File: src/rtl/sgpio_rx_decoder_if.sv
// SGPIO target bundle: serial stream from the initiator plus the decoded LED/status outputs.
interface sgpio_rx_decoder_if #(
  parameter int HDD_NUM = 36
);
  logic               SGPIO_CK;
  logic               SGPIO_LD;
  logic               SGPIO_DATA;
  logic [HDD_NUM-1:0] DRV_ACT_LED_N;
  logic [HDD_NUM-1:0] DRV_LOC_LED;
  logic [HDD_NUM-1:0] DRV_FAIL_LED;
  logic               LINK_OK;
  logic               FRAME_ERR;
  logic [7:0]         ERR_CNT;

  modport master (
    output SGPIO_CK, SGPIO_LD, SGPIO_DATA,
    input  DRV_ACT_LED_N, DRV_LOC_LED, DRV_FAIL_LED, LINK_OK, FRAME_ERR, ERR_CNT
  );

  modport slave (
    input  SGPIO_CK, SGPIO_LD, SGPIO_DATA,
    output DRV_ACT_LED_N, DRV_LOC_LED, DRV_FAIL_LED, LINK_OK, FRAME_ERR, ERR_CNT
  );
endinterface

File: src/rtl/sgpio_rx_decoder.sv
// Backplane SGPIO target: oversamples CK/LD/DATA, deserialises 3 bits per drive and
// commits whole frames atomically to the LED outputs, with link timeout and error stats.
module sgpio_rx_decoder #(
  parameter int HDD_NUM     = 36,
  parameter int TIMEOUT_CYC = 50000
) (
  input  logic                SYSCLK,
  input  logic                RESET_N,
  sgpio_rx_decoder_if.slave   sgpio
);

  localparam int FW = 3 * HDD_NUM;
  localparam int CW = $clog2(FW + 2);
  localparam int TW = $clog2(TIMEOUT_CYC + 1);
  localparam logic [CW-1:0] CNT_FULL = CW'(FW);
  localparam logic [CW-1:0] CNT_MAX  = CW'(FW + 1);
  localparam logic [TW-1:0] TO_LAST  = TW'(TIMEOUT_CYC - 1);
  localparam logic [TW-1:0] TO_HOLD  = TW'(TIMEOUT_CYC);

  typedef enum logic {ALIGN, SHIFT} state_t;

  logic [1:0] ck_sync_reg, ld_sync_reg, data_sync_reg;
  logic       ck_dly_reg;
  logic       strobe, ld_s, data_s;

  always_ff @(posedge SYSCLK) begin
    if (!RESET_N) begin
      ck_sync_reg   <= '0;
      ld_sync_reg   <= '0;
      data_sync_reg <= '0;
      ck_dly_reg    <= 1'b0;
    end else begin
      ck_sync_reg   <= {ck_sync_reg[0], sgpio.SGPIO_CK};
      ld_sync_reg   <= {ld_sync_reg[0], sgpio.SGPIO_LD};
      data_sync_reg <= {data_sync_reg[0], sgpio.SGPIO_DATA};
      ck_dly_reg    <= ck_sync_reg[1];
    end
  end

  // Falling CK edge lands mid-bit, where LD/DATA are stable.
  assign strobe = ck_dly_reg & ~ck_sync_reg[1];
  assign ld_s   = ld_sync_reg[1];
  assign data_s = data_sync_reg[1];

  state_t             state_reg, state_next;
  logic [CW-1:0]      cnt_reg, cnt_next, cnt_inc;
  logic [FW-1:0]      shift_reg, shift_next, shift_in;
  logic [TW-1:0]      to_reg, to_next;
  logic [HDD_NUM-1:0] act_n_reg, act_n_next;
  logic [HDD_NUM-1:0] loc_reg, loc_next;
  logic [HDD_NUM-1:0] fail_reg, fail_next;
  logic               link_reg, link_next;
  logic               ferr_reg, ferr_next;
  logic [7:0]         errcnt_reg, errcnt_next;
  logic               timeout_hit;
  logic [HDD_NUM-1:0] act_bits, loc_bits, fail_bits;

  assign shift_in = {data_s, shift_reg[FW-1:1]};

  // Drive fields as they will sit once the current bit is shifted in.
  for (genvar gi = 0; gi < HDD_NUM; gi++) begin : g_fields
    assign act_bits[gi]  = shift_in[3*gi];
    assign loc_bits[gi]  = shift_in[3*gi+1];
    assign fail_bits[gi] = shift_in[3*gi+2];
  end

  assign cnt_inc     = (cnt_reg == CNT_MAX) ? cnt_reg : cnt_reg + 1'b1;
  assign timeout_hit = !strobe && (to_reg == TO_LAST);

  always_comb begin
    state_next  = state_reg;
    cnt_next    = cnt_reg;
    shift_next  = shift_reg;
    act_n_next  = act_n_reg;
    loc_next    = loc_reg;
    fail_next   = fail_reg;
    link_next   = link_reg;
    ferr_next   = 1'b0;
    errcnt_next = errcnt_reg;
    to_next     = to_reg;

    if (strobe) begin
      to_next = '0;
    end else if (to_reg != TO_HOLD) begin
      to_next = to_reg + 1'b1;
    end

    case (state_reg)
      ALIGN: begin
        if (strobe && ld_s) begin
          state_next = SHIFT;
          cnt_next   = '0;
        end
      end
      SHIFT: begin
        if (strobe) begin
          shift_next = shift_in;
          cnt_next   = cnt_inc;
          if (ld_s) begin
            cnt_next = '0;
            if (cnt_inc == CNT_FULL) begin
              act_n_next = ~act_bits;
              loc_next   = loc_bits;
              fail_next  = fail_bits;
              link_next  = 1'b1;
            end else begin
              ferr_next = 1'b1;
              if (errcnt_reg != 8'hFF) errcnt_next = errcnt_reg + 8'd1;
            end
          end
        end
      end
      default: state_next = ALIGN;
    endcase

    if (timeout_hit) begin
      state_next = ALIGN;
      cnt_next   = '0;
      link_next  = 1'b0;
      act_n_next = '1;
      loc_next   = '0;
      fail_next  = '0;
    end
  end

  always_ff @(posedge SYSCLK) begin
    if (!RESET_N) begin
      state_reg  <= ALIGN;
      cnt_reg    <= '0;
      shift_reg  <= '0;
      to_reg     <= '0;
      act_n_reg  <= '1;
      loc_reg    <= '0;
      fail_reg   <= '0;
      link_reg   <= 1'b0;
      ferr_reg   <= 1'b0;
      errcnt_reg <= '0;
    end else begin
      state_reg  <= state_next;
      cnt_reg    <= cnt_next;
      shift_reg  <= shift_next;
      to_reg     <= to_next;
      act_n_reg  <= act_n_next;
      loc_reg    <= loc_next;
      fail_reg   <= fail_next;
      link_reg   <= link_next;
      ferr_reg   <= ferr_next;
      errcnt_reg <= errcnt_next;
    end
  end

  assign sgpio.DRV_ACT_LED_N = act_n_reg;
  assign sgpio.DRV_LOC_LED   = loc_reg;
  assign sgpio.DRV_FAIL_LED  = fail_reg;
  assign sgpio.LINK_OK       = link_reg;
  assign sgpio.FRAME_ERR     = ferr_reg;
  assign sgpio.ERR_CNT       = errcnt_reg;

endmodule

File: src/flat_wrapper.sv
// flat-port wrapper written by rule: the top's interface ports become plain ports
module sgpio_rx_decoder_flat 
#(
  parameter int HDD_NUM     = 36,
  parameter int TIMEOUT_CYC = 50000
)
  (SYSCLK, RESET_N, sgpio_SGPIO_CK, sgpio_SGPIO_LD, sgpio_SGPIO_DATA, sgpio_DRV_ACT_LED_N, sgpio_DRV_LOC_LED, sgpio_DRV_FAIL_LED, sgpio_LINK_OK, sgpio_FRAME_ERR, sgpio_ERR_CNT);
  sgpio_rx_decoder_if #(.HDD_NUM(HDD_NUM)) sgpio_i ();
  input  logic SYSCLK;
  input  logic RESET_N;
  input wire logic [$bits(sgpio_i.SGPIO_CK)-1:0] sgpio_SGPIO_CK;
  input wire logic [$bits(sgpio_i.SGPIO_LD)-1:0] sgpio_SGPIO_LD;
  input wire logic [$bits(sgpio_i.SGPIO_DATA)-1:0] sgpio_SGPIO_DATA;
  output wire logic [$bits(sgpio_i.DRV_ACT_LED_N)-1:0] sgpio_DRV_ACT_LED_N;
  output wire logic [$bits(sgpio_i.DRV_LOC_LED)-1:0] sgpio_DRV_LOC_LED;
  output wire logic [$bits(sgpio_i.DRV_FAIL_LED)-1:0] sgpio_DRV_FAIL_LED;
  output wire logic [$bits(sgpio_i.LINK_OK)-1:0] sgpio_LINK_OK;
  output wire logic [$bits(sgpio_i.FRAME_ERR)-1:0] sgpio_FRAME_ERR;
  output wire logic [$bits(sgpio_i.ERR_CNT)-1:0] sgpio_ERR_CNT;
  assign sgpio_i.SGPIO_CK = sgpio_SGPIO_CK;
  assign sgpio_i.SGPIO_LD = sgpio_SGPIO_LD;
  assign sgpio_i.SGPIO_DATA = sgpio_SGPIO_DATA;
  assign sgpio_DRV_ACT_LED_N = sgpio_i.DRV_ACT_LED_N;
  assign sgpio_DRV_LOC_LED = sgpio_i.DRV_LOC_LED;
  assign sgpio_DRV_FAIL_LED = sgpio_i.DRV_FAIL_LED;
  assign sgpio_LINK_OK = sgpio_i.LINK_OK;
  assign sgpio_FRAME_ERR = sgpio_i.FRAME_ERR;
  assign sgpio_ERR_CNT = sgpio_i.ERR_CNT;
  sgpio_rx_decoder #(.HDD_NUM(HDD_NUM), .TIMEOUT_CYC(TIMEOUT_CYC)) u_core (.SYSCLK(SYSCLK), .RESET_N(RESET_N), .sgpio(sgpio_i));
endmodule
File: config.mk
export PLATFORM = sky130hd
export DESIGN_NAME = sgpio_rx_decoder_flat
export DESIGN_NICKNAME = d
export VERILOG_FILES = /design/src/rtl/sgpio_rx_decoder_if.sv /design/src/rtl/sgpio_rx_decoder.sv /design/src/flat_wrapper.sv
export SDC_FILE = /design/constraint.sdc
export NUM_CORES = 1
export LEC_CHECK = 0
export CAP_MARGIN = 10
export CORE_ASPECT_RATIO = 0.7
export CORE_MARGIN = 10
export CORE_UTILIZATION = 42
export CTS_CLUSTER_DIAMETER = 60
export DETAILED_ROUTE_END_ITERATION = 6
export SETUP_SLACK_MARGIN = 0.3
export SYNTH_ARGS = -nofsm -noshare
export SYNTH_HDL_FRONTEND = slang
export SYNTH_SLANG_ARGS = --single-unit
File: constraint.sdc
create_clock -name SYSCLK -period 4.6 [get_ports SYSCLK]
set_clock_uncertainty 0.05 [all_clocks]
set_input_delay 0.92 -clock SYSCLK [delete_from_list [all_inputs] [get_ports SYSCLK]]
set_output_delay 0.92 -clock SYSCLK [all_outputs]
set_load 0.02 [all_outputs]
==> impl_metrics.json <==
{
  "status": "completed",
  "chipHeight_um": 145.1,
  "cts_tree": "done",
  "crit_arrival_ns": 3.41,
  "hold_viol": 0,
  "async_flop_share": 0,
  "synthFlopType": "dfxtp_1",
  "dr.pass1.iters": 5,
  "max-cap-violations": 0,
  "io_buffers": 122,
  "grt_max_degree": 83,
  "whs_ns": 0.3969,
  "ant_nets": 0,
  "dieArea_sq_um": 28830,
  "n_fill_cell": 2129,
  "clk_latency_ns": 0.52,
  "yosys_warnings": 0,
  "hold_path_class": "reg2reg",
  "layout_common_cells": "408 x nand2_1, 256 x dfxtp_1, 192 x a21oi_1",
  "core_sq_um": 21850,
  "crit_slowest_cell": "or4_4",
  "avgSynthCellArea_sq_um": 8.368,
  "drv_slew": 0,
  "num_vias": 7595,
  "worstSetupStartpointType": "flop",
  "ys_ff_latch": 256,
  "setup_violations": 0,
  "antennaDiodeCount": 0,
  "grt_pass1_vias": 7361,
  "largest_reg_flops": 107,
  "rsz0062_at_grt": "false",
  "die_w_um": 198.7,
  "period_share": 0.6602,
  "fp-row-count": 45,
  "power.leakage_nw": 3.961,
  "synth_cell_types": 45,
  "crit_chain": "ha_1 -> nand2_1 -> xor2_1 -> a311oi_2 -> or4_4 -> buf_4 -> nand2_1 -> a21oi_1",
  "max_clock_freq_mhz": 329.3,
  "crit_top_cell": "nand2_1",
  "boundaryPins": 123,
  "cts_buffers": 25,
  "layout_min_cycle_time_ns": 3.037,
  "area_growth_pct": 23.03,
  "relSlewSlack": 0.3250,
  "clk_path_buf_depth": 3,
  "cp_max_fo": 73,
  "synth_enable_flop_cells": 0,
  "critical-path-max-stage-delay_ns": 0.85,
  "antenna_found_initial": 0,
  "htreeDepth": 1,
  "p_per_area_nw_per_um2": 372.3,
  "peakVddDrop_v": 0.0002484,
  "hold_buffers": 0,
  "drive_gt1_frac": 0.08408,
  "viasPerCell": 5.040,
  "cts.clk_slew.worst_paths_ns": 0.06,
  "wl_per_cell_um": 15.24,
  "grt_pass1_wl_um": 38320,
  "root_buffer": "clkbuf_16",
  "tightestPinTransition_ns": 1.012,
  "drcViolationCount": 0,
  "grt_overflow_total": 0,
  "end_kind": "flop",
  "syn_inst": 1122,
  "drt_iter0_markers": 549,
  "cts_setup_buffers": 0,
  "yosysSeqAreaShare": 0.5458,
  "dp_hpwl_um": 14110,
  "critPathKind": "reg2reg",
  "cp.required_ns": 4.97,
  "nNetsFinal": 1218,
  "final_common_cell": "nand2_1",
  "totalWireLength_um": 22970,
  "start_util": 0.4298,
  "globalplace.congestion": 0.7964,
  "synth_area_sq_um": 9389,
  "synth_nets": 1133,
  "post_cts_resized": 0,
  "cts_sinks": 256,
  "grt_use_total": 0.1558,
  "setup_tns_ns": 0
}
cell usage after synthesis, drive strengths merged, types with 2 or more instances:
cell | count | area (sq um)
nand4 | 2 | 12.51
o21a | 2 | 15.01
or4 | 4 | 30.03
nor3 | 6 | 40.04
o211ai | 35 | 437.9
xor2 | 10 | 87.58
o21ai | 8 | 40.04
nor4 | 3 | 18.77
clkbuf | 58 | 217.7
o31ai | 4 | 30.03
nand2b | 4 | 25.02
nand3 | 17 | 85.08
buf | 18 | 137.6
and3 | 6 | 37.54
a21oi | 192 | 960.9
nor2 | 36 | 142.6
mux2i | 2 | 20.02
xnor2 | 6 | 52.55
or2 | 2 | 12.51
nor2b | 2 | 12.51
and2 | 9 | 56.30
or3 | 3 | 18.77
ha | 6 | 75.07
dfxtp | 256 | 5125
nand2 | 409 | 1535
inv | 8 | 30.03
path summary, 6_finish.rpt:
kind                                    start                                    endpoint  slack, ns  cells after the start
min          u_core.ck_sync_reg[0]$_SDFF_PN0_            u_core.ck_sync_reg[1]$_SDFF_PN0_       0.40                      1
max reg2reg    u_core.cnt_reg[0]$_SDFFE_PP0P_  u_core.sgpio.DRV_FAIL_LED[13]$_SDFFE_PP0P_       1.56                      8
max            u_core.cnt_reg[0]$_SDFFE_PP0P_  u_core.sgpio.DRV_FAIL_LED[13]$_SDFFE_PP0P_       1.56                      8
min reg2reg  u_core.ck_sync_reg[0]$_SDFF_PN0_            u_core.ck_sync_reg[1]$_SDFF_PN0_       0.40                      1
kinds of logic after synthesis:
kind of cell / Yosys count / synth area share
AO/OA/AOI/OAI: 250 / 0.1672
XOR/XNOR: 16 / 0.01492
adder cells (fa/ha/maj): 6 / 0.007996
buffers and inverters: 84 / 0.04105
flip-flops: 256 / 0.5458
multiplexers: 3 / 0.003332
AND/OR/NAND/NOR: 507 / 0.2196
stage by stage:
stage / power [mW] / area, sq um / setup WS (ns) / utilization / std cells
floorplan: 2.317 / 9389 / 2.314 / - / 1122
global placement: 2.337 / 10740 / 1.423 / 0.4914 / 1462
detailed placement: 2.338 / 10740 / 1.341 / 0.4914 / 1462
CTS: 4.359 / 11550 / 1.539 / 0.5288 / 1507
global route: 4.460 / 11550 / 1.240 / 0.5288 / 1507
finish: 4.300 / 11550 / 1.563 / 0.5288 / 1507
critical path: cells and delay by family, from the launching register on:
kind | cells | cell delay [ns]
adder cells (fa/ha/maj) | 1 | 0.30
buffers and inverters | 1 | 0.40
flip-flops | 1 | 0.45
AO/OA/AOI/OAI | 2 | 0.54
AND/OR/NAND/NOR | 3 | 1.02
XOR/XNOR | 1 | 0.16
layer usage:
layer / share of wire / global-route usage / up-vias
met4: 0.016 / 0.03043 / 0
met1: 0.51 / 0.2227 / 3571
met2: 0.42 / 0.2339 / 134
met3: 0.052 / 0.03506 / 28
met5: 0 / 0 / -
li1: - / - / 3862
report_power, final:
part           switching [mW]  total, mW  internal, mW
Clock                   0.854       2.01          1.16
Combinational          0.0489     0.0617        0.0127
Sequential            0.00421       2.23          2.22
Total                   0.907       4.30          3.39
cell type report:
type	instances	area (sq um)	share of cell area
Sequential cell	256	5125	0.4437
Multi-Input combinational cell	782	3914	0.3388
Timing Repair Buffer	134	1311	0.1135
Clock buffer	36	726.9	0.06293
Tap cell	282	352.8	0.03055
Clock inverter	9	88.84	0.007691
Inverter	8	32.53	0.002816
(Power assumes the default switching activity.)
